[src/rtl/avion_prog_loader_pkg.sv]
// Shared types and defaults for the avion program loader.
// The loader streams a boot image into blram and holds the CPU in reset while it does so.
package avion_prog_loader_pkg;

  localparam int unsigned DEF_AW = 6;
  localparam int unsigned DEF_DW = 10;
  localparam int unsigned BYTE_W = 8;

  typedef enum logic [2:0] {
    ST_COUNT = 3'd0,
    ST_LO    = 3'd1,
    ST_HI    = 3'd2,
    ST_WRITE = 3'd3,
    ST_CSUM  = 3'd4,
    ST_DONE  = 3'd5,
    ST_ERR   = 3'd6
  } state_e;

  // A count byte of 0 means a full RAM; anything above the RAM size saturates to it.
  function automatic int unsigned words_from_count(input logic [BYTE_W-1:0] cnt,
                                                   input int unsigned aw);
    int unsigned cap;
    int unsigned n;
    cap = 32'd1 << aw;
    n   = 32'(cnt);
    if (n == 0 || n > cap) begin
      return cap;
    end
    return n;
  endfunction

endpackage

[src/rtl/avion_prog_loader_byte_packer.sv]
// Packs a lo/hi byte pair into one RAM word.
// Bits of the hi byte that do not fit in the word are dropped.
module avion_prog_loader_byte_packer
  import avion_prog_loader_pkg::*;
#(
  parameter int unsigned DW = DEF_DW
) (
  input  logic              clk,
  input  logic              rst_n,
  input  logic [BYTE_W-1:0] in_byte_i,
  input  logic              lo_en_i,
  input  logic              hi_en_i,
  output logic [DW-1:0]     word_o
);

  logic [BYTE_W-1:0] lo_q;
  logic [DW-1:0]     word_q;
  logic [DW-1:0]     word_d;

  generate
    if (DW > BYTE_W) begin : g_wide
      always_comb word_d = {in_byte_i[DW-BYTE_W-1:0], lo_q};
    end else begin : g_narrow
      always_comb word_d = lo_q;
    end
  endgenerate

  always_ff @(posedge clk or negedge rst_n) begin
    if (!rst_n) begin
      lo_q   <= '0;
      word_q <= '0;
    end else begin
      if (lo_en_i) lo_q <= in_byte_i;
      if (hi_en_i) word_q <= word_d;
    end
  end

  assign word_o = word_q;

endmodule

[src/rtl/avion_prog_loader.sv]
// Boot loader: receives a counted, checksummed byte stream, writes it to blram from
// address 0 and releases avion_cpu from reset only once the checksum verifies.
module avion_prog_loader
  import avion_prog_loader_pkg::*;
#(
  parameter int unsigned ADDRESS_WIDTH = DEF_AW,
  parameter int unsigned DATA_WIDTH    = DEF_DW
) (
  input  logic                     clk,
  input  logic                     rst,
  input  logic [BYTE_W-1:0]        in_data,
  input  logic                     in_valid,
  output logic                     in_ready,
  input  logic                     restart,
  output logic                     ram_we,
  output logic [ADDRESS_WIDTH-1:0] ram_addr,
  output logic [DATA_WIDTH-1:0]    ram_wdata,
  output logic                     cpu_rst,
  output logic                     done,
  output logic                     err
);

  localparam int unsigned AW = ADDRESS_WIDTH;
  localparam int unsigned DW = DATA_WIDTH;

  state_e            state_q, state_d;
  logic [AW-1:0]     addr_q, addr_d;
  logic [AW-1:0]     last_q, last_d;
  logic [BYTE_W-1:0] csum_q, csum_d;
  logic              we_q, we_d;
  logic              cpu_rst_q, cpu_rst_d;
  logic              done_q, done_d;
  logic              err_q, err_d;
  logic              accept;
  logic              lo_en;
  logic              hi_en;

  assign in_ready = rst & ((state_q == ST_COUNT) | (state_q == ST_LO) |
                           (state_q == ST_HI)    | (state_q == ST_CSUM));
  assign accept   = in_valid & in_ready;
  assign lo_en    = accept & (state_q == ST_LO);
  assign hi_en    = accept & (state_q == ST_HI);

  // State register
  always_ff @(posedge clk or negedge rst) begin
    if (!rst) begin
      state_q <= ST_COUNT;
    end else begin
      state_q <= state_d;
    end
  end

  // Next-state logic
  always_comb begin
    state_d = state_q;
    case (state_q)
      ST_COUNT: if (accept) state_d = ST_LO;
      ST_LO:    if (accept) state_d = ST_HI;
      ST_HI:    if (accept) state_d = ST_WRITE;
      ST_WRITE: state_d = (addr_q == last_q) ? ST_CSUM : ST_LO;
      ST_CSUM:  if (accept) state_d = (in_data == csum_q) ? ST_DONE : ST_ERR;
      ST_DONE:  if (restart) state_d = ST_COUNT;
      ST_ERR:   if (restart) state_d = ST_COUNT;
      default:  state_d = ST_COUNT;
    endcase
  end

  // Outputs follow the state being entered so they are valid the cycle it is occupied
  always_comb begin
    we_d      = (state_d == ST_WRITE);
    cpu_rst_d = (state_d != ST_DONE);
    done_d    = (state_d == ST_DONE);
    err_d     = (state_d == ST_ERR);
  end

  // Address counter, word-count limit and running checksum
  always_comb begin
    addr_d = addr_q;
    last_d = last_q;
    csum_d = csum_q;
    case (state_q)
      ST_COUNT: begin
        if (accept) begin
          csum_d = csum_q ^ in_data;
          last_d = AW'(words_from_count(in_data, AW) - 32'd1);
        end
      end
      ST_LO, ST_HI: begin
        if (accept) csum_d = csum_q ^ in_data;
      end
      ST_WRITE: begin
        if (addr_q != last_q) addr_d = addr_q + AW'(1);
      end
      ST_DONE, ST_ERR: begin
        if (restart) begin
          addr_d = '0;
          csum_d = '0;
        end
      end
      default: ;
    endcase
  end

  always_ff @(posedge clk or negedge rst) begin
    if (!rst) begin
      addr_q    <= '0;
      last_q    <= '0;
      csum_q    <= '0;
      we_q      <= 1'b0;
      cpu_rst_q <= 1'b1;
      done_q    <= 1'b0;
      err_q     <= 1'b0;
    end else begin
      addr_q    <= addr_d;
      last_q    <= last_d;
      csum_q    <= csum_d;
      we_q      <= we_d;
      cpu_rst_q <= cpu_rst_d;
      done_q    <= done_d;
      err_q     <= err_d;
    end
  end

  avion_prog_loader_byte_packer #(
    .DW(DW)
  ) u_packer (
    .clk       (clk),
    .rst_n     (rst),
    .in_byte_i (in_data),
    .lo_en_i   (lo_en),
    .hi_en_i   (hi_en),
    .word_o    (ram_wdata)
  );

  assign ram_we   = we_q;
  assign ram_addr = addr_q;
  assign cpu_rst  = cpu_rst_q;
  assign done     = done_q;
  assign err      = err_q;

endmodule

[config.mk]
export PLATFORM = sky130hd
export DESIGN_NAME = avion_prog_loader
export DESIGN_NICKNAME = d
export VERILOG_FILES = /design/src/rtl/avion_prog_loader_pkg.sv /design/src/rtl/avion_prog_loader_byte_packer.sv /design/src/rtl/avion_prog_loader.sv
export SDC_FILE = /design/constraint.sdc
export NUM_CORES = 1
export LEC_CHECK = 0
export ABC_CLOCK_PERIOD_IN_PS = 1400
export CORE_MARGIN = 1.5
export CORE_UTILIZATION = 40
export DETAILED_ROUTE_END_ITERATION = 12
export GPL_ROUTABILITY_DRIVEN = 1
export PLACE_DENSITY_LB_ADDON = 0.3
export SLEW_MARGIN = 25
export SYNTH_ARGS = -nofsm -noshare
export SYNTH_HDL_FRONTEND = slang
export SYNTH_HIERARCHICAL = 1
export SYNTH_SLANG_ARGS = --single-unit
[constraint.sdc]
create_clock -name clk -period 1.4 [get_ports clk]
set_input_delay 0.21 -clock clk [delete_from_list [all_inputs] [get_ports clk]]
set_output_delay 0.21 -clock clk [all_outputs]
set_load 0.02 [all_outputs]
-- Word level (Yosys, flattened, before mapping)
Cells that the tools add are included.
- output and inout bits: 21
- register bits after elaboration: 45
- order comparisons: 1
- add/subtract/negate cells: 2
- mux-type cells: 20
- equal/unequal tests: 16
- reductions and logical operators: 10
- bitwise gates (word level): 8
- operators with widths (cell ; number):
    $mux 6 ; 5
    $mux 3 ; 6
    $pmux 3 s6 ; 1
    $mux 8 ; 2
    $pmux 8 s2 ; 1
    $eq 3x3->1 const B ; 5
    $pmux 6 s2 ; 1
    $eq 3x2->1 const B ; 3
    $eq 8x8->1 ; 1
    $gt 8x7->1 const B ; 1
    $logic_not 8->1 ; 1
    $xor 8x8->8 ; 1
    $add 6x1->6 const B ; 1
    $eq 6x6->1 ; 1
    $ne 6x6->1 ; 1
    $reduce_and 3->1 ; 2
    $sub 6x1->6 const B ; 1
    $and 1x1->1 ; 4
    $ne 2x1->1 const B ; 2
    $reduce_bool 2->1 ; 2
    $eq 3x1->1 const B ; 1
    $logic_not 3->1 ; 1
    $mux 1 ; 3
    $ne 3x3->1 const B ; 1
    7 further kinds ; 9

-- Longest topological paths before layout
Gate-level depths: netlist of the first run.
- word-level depth: 12
- gate-level depth with buffers: 9

-- Modules after synthesis
The synthesis of the first run kept the hierarchy.
- modules (own cells, without submodules) (module ; cells an instance ; area an instance (um^2) ; times used):
    avion_prog_loader ; 191 ; 1700.4 ; 1
    avion_prog_loader_byte_packer ; 38 ; 743.2 ; 1

-- Least setup slack after synthesis of the first run
OpenSTA, ideal clock, no wires.
- kind: register to register
- start point: register addr_q[0] (netlist: ram_addr[0])
- end point: register addr_q[5] (netlist: ram_addr[5])
- setup slack: -0.124 ns
- stages on the path, launching flop included: 7
- library setup time: 0.069 ns
- required time: 1.331 ns
- clock period less this slack: 1.524 ns
- arrival: 1.455 ns
- path through: dfrtp_1 -> xnor2_1 -> nand4_1 -> or2_0 -> clkbuf_1 -> a41o_1 -> nand3_1
- cells in the longest elaborated chain, start to end: 3
- elaborated cells on any way between the ends: 6
- classes of those cells: add/sub: 1; eq/ne: 2; mux: 2; reduce/logical: 1
- RTL lines (what ; RTL line ; source):
    start, declared ; avion_prog_loader.sv:27 ; logic [AW-1:0] addr_q, addr_d;
    start signal, assigned ; avion_prog_loader.sv:114 ; addr_q <= addr_d;
    $add 6x1->6 or $ne 6x6->1 (tied branches) ; avion_prog_loader.sv:92 ; if (addr_q != last_q) addr_d = addr_q + AW'(1);
    $mux 6 or $ne 2x2->1 (tied branches) ; n/a ;
    $pmux 6 s2 or $reduce_and 3->1 (tied branches) ; n/a ;
Parallel ways exist; a longest one is shown, timed or not. The select of a mux whose other input is x is not followed.
A chain may end at the register's enable or synchronous reset.

-- Worst setup path after layout of the first run
- start point: register state_q[1]
- end point: register u_packer.lo_q[6]
- cells in the longest elaborated chain, start to end: 7
- elaborated cells on any way between the ends: 10
- classes of those cells: eq/ne: 3; bitwise: 6; reduce/logical: 1
- RTL lines (what ; RTL line ; source):
    start, declared ; avion_prog_loader.sv:26 ; state_e state_q, state_d;
    start signal, assigned ; avion_prog_loader.sv:49 ; state_q <= state_d;
    $eq 3x1->1 or $logic_not 3->1 (tied branches) ; avion_prog_loader.sv:38, avion_prog_loader.sv:41 ;
    $or 1x1->1 (2 in a row) ; avion_prog_loader.sv:38 ; assign in_ready = rst & ((state_q == ST_COUNT) | (state_q == ST_LO) |
    $or 1x1->1 ; avion_prog_loader.sv:39 ; (state_q == ST_HI) | (state_q == ST_CSUM));
    $and 1x1->1 ; avion_prog_loader.sv:38 ;
    $and 1x1->1 ; avion_prog_loader.sv:40 ; assign accept = in_valid & in_ready;
    $and 1x1->1 * ; avion_prog_loader.sv:41 ; assign lo_en = accept & (state_q == ST_LO);
    net lo_en ; avion_prog_loader.sv:35 ; logic lo_en;
    end signal, assigned ; avion_prog_loader_byte_packer.sv:33 ; if (lo_en_i) lo_q <= in_byte_i;
    end, declared ; avion_prog_loader_byte_packer.sv:16 ; logic [BYTE_W-1:0] lo_q;
Mark *: on every way through the listed nets, which the timed path passes. The rest lies on a longest branch.

==> summary.txt, run 1 <==
Drt
  • WL per Instance: 15.2 um
  • Vias: 2046
  • Remaining DRCs: 0
  • DRT Wirelength: 6010 um
  • Vias per std cell: 5.17
  • Iter 0 DRT Violations: 110
  • Final ANT Viol Nets: 0
  • 1st-pass router iterations: 4

Clock tree
  • Worst skew pair latency: 0.30 ns
  • H-tree levels: 2
  • Clock Root Buffer: clkbuf_8
  • Longest Clk Path Bufs: 2
  • CTS sink count: 45
  • CTS tree: yes
  • Worst-path clk slew: roughly 0.09 ns
  • CTS buffer count: 5

Worst setup path
  • Kind of critical path: flip-flop to flip-flop
  • Critical Path RT: 1.59 ns
  • Crit-path max FO: 8
  • Worst setup SP type: flip-flop
  • CP Data Arrival Time: 1.75 ns
  • Setup slack, reg-to-reg: -0.16 ns
  • Setup crit end kind: flip-flop

Global route
  • Global-route wire length before repair: 10300 um
  • Gr ovfl total: 0
  • Vias in the first global route: between 2000 and 2500
  • Largest net degree at the start of global routing: 42
  • Initial antenna violation count: 0
  • GR Util All Layers: 20.7%

STA
  • Slew Limit Headroom: 66.1%
  • Final critical-path setup slack: -0.159 ns
  • RSZ-0062 raised after global routing: yes
  • Final Critical Period: 1.56 ns
  • Period utilization: 111%
  • Max-slew violation count: 0
  • Fin Clk Skew: 0.00640 ns
  • Finish-stage setup viols: 39
  • Worst Tran Pin Value: just over 0.5 ns
  • Highest clock rate: 0.641 GHz
  • TNS Setup: -4.72 ns
  • Hold Violations, Final: 0

Power and ir drop
  • Maximum VDD drop: 0.00100 V
  • Static leakage: about 1.6 nW
  • Design Power: ~0.0066 W
  • P per Cell Area: 1840 mW/mm2

Logic synthesis
  • Top cells by count, synth: dfrtp_1, nor2_1, nand2_1, mux2_4, o21ai_1
  • Share of the synthesized area in the top cell type: 45.1%
  • EDFF count, synth: 0
  • Mux cell area share after synthesis: a little under an eighth
  • Register area share after synthesis: 46.1%
  • Syn avg cell area: 10.7 um2
  • Synth Flop Type: dfrtp_1
  • Synth Instances: ~230
  • Yosys reg bits: 45
  • YS warnings: 6
  • Mapped cell area: 0.00244 mm2
  • Post-synthesis xor/xnor area fraction: 6.45%
  • Top area cells in the synthesized netlist: dfrtp_1, mux2_4, xnor2_1, nor2_1, nand2_1
  • Synth area leader: dfrtp_1
  • Post-Synth Simple-Gate Area: 17.3%
  • Synthesized-area fraction occupied by adder cells: roughly 1.0%
  • Most numerous cell in the Yosys netlist: dfrtp_1
  • Async SR Flop Fraction: 100%
  • Mapped Nets: between 200 and 250
  • Post-synthesis cell type count: 52
  • Largest family of logic cells by synthesized area: simple AND/OR/NAND/NOR gates
  • Complex-gate fraction of the synthesized area: between 10% and 20%

Final layout
  • Nets: 334
  • Layout cell share with drive strength beyond 1: 44.5%
  • Final instance area: between 0.003 and 0.004 mm2
  • Antenna cells: 0
  • Area growth syn-to-layout: 45.6%
  • Fin cells: 396

Floorplan
  • I/O pin cnt: 33
  • Rows: 28
  • Initial core utilization: between 40% and 50%
  • Die Footprint: ~0.0066 mm2
  • Core area: 0.00592 mm2
  • Die Wd: 81.2 um
  • DIE HEIGHT: 81.2 um

Place
  • Post-DP HPWL: approximately 4200 um
  • Placed instance area: 0.00323 mm2
  • Gpl congestion: 0.938
  • Port Buffer Count: 32
  • Inst Count DP: 380
  • Worst slack, placed: -0.428 ns

Worst hold path
  • Hold/Removal Path Class: input port to async pin

Status
  • Violations in the final reports: setup timing
  • Run status: finished, violations left

Run
  • Max-cap viol count: 0
[power by group]
group	internal (W)	total (W)	switching, W
clock network	0.000355	0.000832	0.000477
logic	0.00184	0.00340	0.00156
registers	0.00188	0.00232	0.000439
total	0.00408	0.00655	0.00248
[routing by layer]
layer	track usage (%)	wire length, um
met1	25.9	2720
met2	35.8	2930
met3	3.71	267
met4	7.07	91
met5	0	0
[stage by stage]
step	hold WS (ns)	util (%)
after global placement	0.180	54.6
after detailed placement	0.174	54.6
after floorplan	-0.0856	-
after CTS	0.0441	59.3
final	0.0342	60.1
after global routing	0.0757	60.1
[cells in the final DEF, fill, tap and decap left out, types with 3 or more instances in the layout]
cell type / Yosys / layout
nand2b_1: 4 / 3
buf_4: 2 / 53
a21oi_1: 8 / 6
mux2_4: 18 / 18
o21ai_1: 16 / 17
clkbuf_8: 0 / 5
xor2_1: 4 / 3
nand2_1: 22 / 21
o21ai_2: 0 / 3
nor2_1: 25 / 15
clkdlybuf4s50_1: 0 / 5
nor2_2: 1 / 9
nor3_1: 7 / 4
dfrtp_2: 0 / 6
buf_6: 5 / 8
xnor2_1: 14 / 13
and2_4: 2 / 3
nand4_1: 4 / 4
dfrtp_1: 44 / 38
clkbuf_2: 1 / 5
dlygate4sd2_1: 0 / 17
[sequential cells by signal (all words and copies together) (netlist names)]
signal	flops
err	1
cpu_rst	1
csum_q	8
done	1
last_q	6
ram_we	1
state_q	3
u_packer/lo_q	8
u_packer/word_o	10
ram_addr	6
[kinds of logic (layout without fill, tap and decap cells)]
group,Yosys count,count (layout)
AO/OA/AOI/OAI,49,49
XOR/XNOR,18,18
adder cells (fa/ha/maj),2,2
buffers and inverters,14,106
flip-flops,45,45
multiplexers,20,20
AND/OR/NAND/NOR,81,81
[worst max-delay path, cell delays in order, from the launching register on]
cell	delay (ns)
dfrtp_2	0.45
buf_6	0.13
or2b_1	0.24
nor3_2	0.14
buf_6	0.19
mux2_4	0.31
[worst paths after layout]
| check | from | to | cells after the start |
|---|---|---|---|
| min in group clk | in_data[7] | last_q[1]$_DFFE_PN0P_ | 5 |
| min reg2reg | csum_q[1]$_DFFE_PN0P_ | csum_q[1]$_DFFE_PN0P_ | 1 |
| max reg2reg | state_q[1]$_DFF_PN0_ | u_packer/lo_q[6]$_DFFE_PN0P_ | 5 |
| max | state_q[1]$_DFF_PN0_ | u_packer/lo_q[6]$_DFFE_PN0P_ | 5 |
| min | rst | err$_DFF_PN0_ | 2 |
| max in group asynchronous | rst | ram_addr[3]$_DFFE_PN0P_ | 3 |
[what timing repair did]
item / in CTS / in global routing
setup buffers: 4 / 2
pin swaps: 17 / 8
resized for setup: 66 / 23
endpoints found under the setup margin: 62 / 51
hold buffers: 1 / 0
hold endpoints to repair: 4 / 0
gates cloned: 2 / 0
[cell type report]
class | count | area [um2]
clock inverters | 3 | 21.3
well taps | 75 | 93.8
inverters | 1 | 3.75
multi-input cells | 170 | 1380
clock buffers | 5 | 68.8
repair buffers | 97 | 860
flip-flops and latches | 45 | 1130
fillers | 499 | 2360
Power figures use the tool's default switching activity.
==> run 2: changes to the inputs <==
--- a/config.mk
+++ b/config.mk
@@ -5,7 +5,7 @@
 export SDC_FILE = /design/constraint.sdc
 export NUM_CORES = 1
 export LEC_CHECK = 0
-export ABC_CLOCK_PERIOD_IN_PS = 1400
+export ABC_CLOCK_PERIOD_IN_PS = 1750
 export CORE_MARGIN = 1.5
 export CORE_UTILIZATION = 40
 export DETAILED_ROUTE_END_ITERATION = 12
==> constraint.sdc (replaced) <==
create_clock -name clk -period 1.75 [get_ports clk]
set_input_delay 0.2625 -clock clk [delete_from_list [all_inputs] [get_ports clk]]
set_output_delay 0.2625 -clock clk [all_outputs]
set_load 0.02 [all_outputs]
==> summary.txt, run 2 (synthesis gave the netlist of run 1 again) <==
Status
  • Run status: finished, final reports clean

STA
  • Min Hold Slack: 0.465 ns (+0.431 ns)
  • Max-slew violation count: 0 (unchanged)
  • Hold Violations, Final: 0 (unchanged)
  • Worst Tran Pin Value: 0.489 ns (-0.0202 ns)
  • Highest clock rate: 0.590 GHz
  • Final Critical Period: 1.70 ns
  • RSZ-0062 raised after global routing: no
  • Finish-stage setup viols: 0 (-100%)
  • Final critical-path setup slack: 0.0540 ns (+0.213 ns)
  • Slew Limit Headroom: 67.4% (+1.3 points)
  • Period utilization: 96.9%
  • Fin Clk Skew: 0.00371 ns (-0.00269 ns)
  • TNS Setup: 0 ns (+4.72 ns)

Drt
  • DRT Wirelength: 5150 um (-14%)
  • 1st-pass router iterations: 4 (unchanged)
  • Remaining DRCs: 0 (unchanged)
  • Iter 0 DRT Violations: 80 (-27%)
  • Met1 wire length: 2590 um (-4.6%)
  • WL per Instance: 14.2 um (-6.6%)
  • Top routing layer in use: met4
  • Vias per std cell: 5.09 (-1.5%)
  • DR WL met2: 2340 um (-20%)
  • Detail Route met3 WL: 162 um (-39%)
  • Final ANT Viol Nets: 0 (unchanged)
  • Vias: 1847 (-9.7%)

Global route
  • Vias in the first global route: 1836 (-14%)
  • Gr ovfl total: 0 (unchanged)
  • Largest net degree at the start of global routing: 40 (-4.8%)
  • Global-route wire length before repair: 8860 um (-14%)
  • Initial antenna violation count: 0 (unchanged)
  • GR Util All Layers: 17.5% (-3.2 points)

Worst setup path
  • CP max-delay cell: clkdlybuf4s50_1
  • Crit-path max FO: 7 (-1)
  • CP top delay family: buffers and inverters
  • Crit path buf inv count: 1 (-1)
  • Worst reg2reg startpoint: state_q[1]$_DFF_PN0_
  • Worst setup SP type: flip-flop
  • Kind of critical path: flip-flop to output port
  • Path depth of the worst reg2reg path: 6 (+1)
  • Critical Path RT: 1.49 ns (-0.10 ns)
  • CP Data Arrival Time: 1.43 ns (-0.32 ns)
  • Slowest stage delay, CP: 0.65 ns (+0.20 ns)
  • Setup crit end kind: output port
  • Setup slack, reg-to-reg: 0.15 ns (+0.31 ns)
  • Crit-path cells: clkdlybuf4s50_1
  • Worst r2r dst: ram_addr[4]$_DFFE_PN0P_

Clock tree
  • Worst skew pair latency: 0.30 ns (about the same)
  • Clock Root Buffer: clkbuf_8
  • CTS sink count: 45 (unchanged)
  • Longest Clk Path Bufs: 2 (unchanged)
  • Post-CTS Setup Inserts: 0 (-4)
  • H-tree levels: 2 (unchanged)
  • Worst-path clk slew: 0.09 ns (about the same)
  • CTS buffer count: 5 (unchanged)
  • CTS tree: yes

Place
  • Port Buffer Count: 32 (unchanged)
  • Inst Count DP: 354 (-6.8%)
  • Worst slack, placed: -0.135 ns (+0.293 ns)
  • Gpl congestion: 0.821 (-13%)
  • Post-DP HPWL: 3760 um (-10%)

Power and ir drop
  • Static leakage: 1.34 nW (-16%)
  • Cell internal pwr: 0.00326 W (-20%)
  • P per Cell Area: 1570 mW/mm2 (-15%)
  • Clock power share: 18.8% (+6.1 points)
  • Combinational share of power: 43.5% (-8.4 points)
  • Register share of total power: 37.8% (+2.4 points)
  • Sw Ratio: 34.5% (-3.3 points)
  • P_sw: 0.00171 W (-31%)
  • Design Power: 0.00497 W (-24%)
  • Maximum VDD drop: 0.000771 V (-23%)

Final layout
  • Layout cell share with drive strength beyond 1: 26.4% (-18 points)
  • Commonest non-fill, non-tap cell in the layout: dfrtp_1
  • Area growth syn-to-layout: 29.2%
  • Nets: 301 (-9.9%)
  • Max reg flops: 10 (unchanged)
  • Fin cells: 363 (-8.3%)
  • Layout fillers: 538 (+7.8%)
  • Antenna cells: 0 (unchanged)
  • Most frequent cells in the layout: dfrtp_1, buf_4, clkdlybuf4s50_1

Floorplan
  • DIE HEIGHT: 81.2 um (unchanged)
  • Die Wd: 81.2 um (unchanged)
  • I/O pin cnt: 33 (unchanged)
  • Rows: 28 (unchanged)
  • Die Footprint: 0.00659 mm2 (unchanged)
  • Initial core utilization: 41.3% (unchanged)
  • Core area: 0.00592 mm2 (unchanged)

Worst hold path
  • Hold/Removal Path Class: input port to async pin

Run
  • Max-cap viol count: 0 (unchanged)
==> run 2: power by group through the flow <==
stage,combinational (W),sequential (W),clock (W)
4_1_cts,0.00218,0.00188,0.000954
5_1_grt,0.00239,0.00195,0.000997
6_report,0.00216,0.00188,0.000933
3_5_place_dp,0.00216,0.00190,0
3_3_place_gp,0.00213,0.00188,0
2_1_floorplan,0.00127,0.00203,0
==> run 2: how the worst max path moves through the flow <==
stage                                  startpoint                      end  depth (start not counted)  slack [ns]
after floorplan           ram_addr[0]$_DFFE_PN0P_  ram_addr[5]$_DFFE_PN0P_                          6        0.23
after global placement                 in_data[1]    last_q[5]$_DFFE_PN0P_                          5       -0.13
after detailed placement               in_data[1]    last_q[5]$_DFFE_PN0P_                          5       -0.13
after CTS                 ram_addr[4]$_DFFE_PN0P_              ram_addr[4]                          1        0.03
after global routing      ram_addr[3]$_DFFE_PN0P_              ram_addr[3]                          1       0.001
final                     ram_addr[3]$_DFFE_PN0P_              ram_addr[3]                          1        0.05
==> run 2: worst min-delay path: cells and delay by family <==
family                 cells  cell delay [ns]
buffers and inverters      3             0.84
==> run 2: layer usage <==
metal | vias to the layer above | global-route usage (%)
met1 | 892 | 24.0
met2 | 31 | 27.5
met3 | 4 | 3.71
li1 | 920 | -
met4 | 0 | 5.52
met5 | - | 0
==> run 2: cell type report <==
cell class                 instances  area (um2)  share of cell area, %
clock buffer                       5        68.8                   2.18
clock inverter                     3        65.1                   2.06
inverter                           1        3.75                  0.119
multi-input combinational        170        1230                   38.9
sequential                        45        1130                   35.7
tap                               75        93.8                   2.97
timing repair buffer              64         568                   18.0
==> run 2: timing repair <==
item                                    CTS  global route
hold endpoints to repair                  6             0
hold buffers                              1             0
endpoints found under the setup margin    1             6
gates resized for setup                   1             6
==> run 2: through the flow <==
stage / cell area, um2 / util [%]
floorplan: 2440 / -
detailed placement: 3010 / 50.8
CTS: 3150 / 53.3
global route: 3160 / 53.3
finish: 3160 / 53.3
global placement: 3010 / 50.8
==> patch, RTL diff (flow settings as in run 1) <==
Make the reset (`rst` and `rst_n`) synchronous in 3 clocked blocks.
--- a/src/rtl/avion_prog_loader_byte_packer.sv
+++ b/src/rtl/avion_prog_loader_byte_packer.sv
@@ -26,5 +26,5 @@
   endgenerate
 
-  always_ff @(posedge clk or negedge rst_n) begin
+  always_ff @(posedge clk) begin
     if (!rst_n) begin
       lo_q   <= '0;
--- a/src/rtl/avion_prog_loader.sv
+++ b/src/rtl/avion_prog_loader.sv
@@ -43,5 +43,5 @@
 
   // State register
-  always_ff @(posedge clk or negedge rst) begin
+  always_ff @(posedge clk) begin
     if (!rst) begin
       state_q <= ST_COUNT;
@@ -102,5 +102,5 @@
   end
 
-  always_ff @(posedge clk or negedge rst) begin
+  always_ff @(posedge clk) begin
     if (!rst) begin
       addr_q    <= '0;
Formal check against the unedited RTL: differs if rst is asserted again (counterexample within 4 cycles, from zero or initial values and one cycle with rst low); with rst held inactive, the same outputs for 10 cycles.
==> patch against run 1 <==
  * Highest routed layer unchanged
  * Routed wire length increased by 4.1%
  * Critical endpoint is now cpu_rst
  * First-iteration DRC count is 17% lower
  * Die area shrank 7.6%
  * Sequential cell count unchanged
  * The run still ends with negative setup slack left
  * Hold slack gained 0.29 ns
  * Critical path depth stayed put
  * Setup slack worse by 0.25 ns
  * Area after synthesis decreased by 7.8%
  * Cell area is 0.28% lower
  * Largest cell class unchanged
Power is not compared: it rests on default switching activity, and its combinational part moved more than twofold at a synthesized area within 25%.
==> patch: results (changes against run 1) <==
[status]
status = finished with violations
violations = negative setup slack

[logic_synthesis]
synthDistinctLibCells = 46  ; -12%
seq_area_frac_synth_pct = 40.0  ; -6.1 points
async_flop_share_pct = 0  ; -100 points
postSynthAreaPerCell_sq_um = 9.16  ; -14%
synthTopCellsByArea = dfxtp_1, mux2i_1, xor2_1

[worst_setup_path]
rr_startpoint = csum_q[3]
r2r-end = cpu_rst
worstPathArrival_ns = 2.00  ; +0.25 ns

[global_route]
grt_pass1_vias = 2152  ; +0.47%
grtUsageTotal_pct = 20.1  ; -0.62 points
grt_start_max_net_pins = 18  ; -57%

[sta]
fin_skew_ns = 0.00253  ; -0.00387 ns
max_slew_margin_pct = 66.3  ; +0.19 points
fin_ws_ns = -0.404  ; -0.245 ns
setup-violations-final = 44  ; +13%

[placed_design]
placed_area_sq_um = 3050  ; -5.7%
hpwlAfterDp_microns = 4030  ; -3.6%
dp.cells = 389  ; +2.4%

[layout]
layout.nets = 357  ; +6.9%
drive_gt1_share_pct = 40.1  ; -4.4 points
multi_input_comb_area_sq_um = 1480  ; +7.5%
n_fill_cell = 458  ; -8.2%

[drt]
drt-initial-drc-count = 91  ; -17%
wire_per_inst_microns = 15.0  ; -0.89%
via_per_inst = 5.23  ; +1.2%

[hold_path]
hp-class = input pin to register

## patch: cell count changes after synthesis, moves of 16 or more
cell	delta
nor2b_1	+18
dfrtp_1	-44
mux2i_1	+17
mux2_4	-18
dfxtp_1	+45
o21ai_1	-16
## patch: worst min-delay path by stage
stage                        to  slack, ns  depth (start not counted)
2_1_floorplan  u_packer/lo_q[5]       0.34                          1
3_3_place_gp          last_q[0]       0.46                          2
3_5_place_dp          last_q[0]       0.47                          2
4_1_cts        u_packer/lo_q[1]       0.31                          4
5_1_grt        u_packer/lo_q[1]       0.33                          4
6_report       u_packer/lo_q[1]       0.32                          4
## patch: final cells by class
class,count,share of cell area [%]
Sequential cell,45,26.4
Multi-Input combinational cell,186,41.7
Inverter,2,0.212
Tap cell,72,2.54
Clock buffer,6,2.65
Clock inverter,2,1.09
Timing Repair Buffer,103,25.5
## patch: repair_timing
item,CTS,global route
pin swaps,32,17
setup endpoints to repair,64,44
gates cloned,0,1
gates resized for setup,91,38
buffers inserted,11,7
## patch: logic make-up (layout without fill, tap and decap cells)
logic type | after synthesis | count (layout) | synth area share, %
simple gates | 95 | 95 | 24.6
compound gates | 50 | 50 | 13.6
flops | 45 | 45 | 40.0
xor+xnor | 20 | 20 | 8.11
mux | 19 | 19 | 8.44
buf+inv | 15 | 113 | 4.17
fa+ha+maj | 2 | 2 | 1.11
## patch: routing by layer
metal	part of all wire, %	vias up	track usage [%]
li1	-	1058	-
met1	41	1022	22.6
met2	49	71	34.8
met3	4.7	24	4.42
met4	4.5	0	11.8
met5	0	-	0
## patch: worst max-delay path, cell delays in order (launching register included)
cell and delay (ns):
dfxtp_4 0.36, xor2_2 0.18, nor4_4 0.32, nand2_1 0.13, a211o_1 0.37, or3_1 0.32
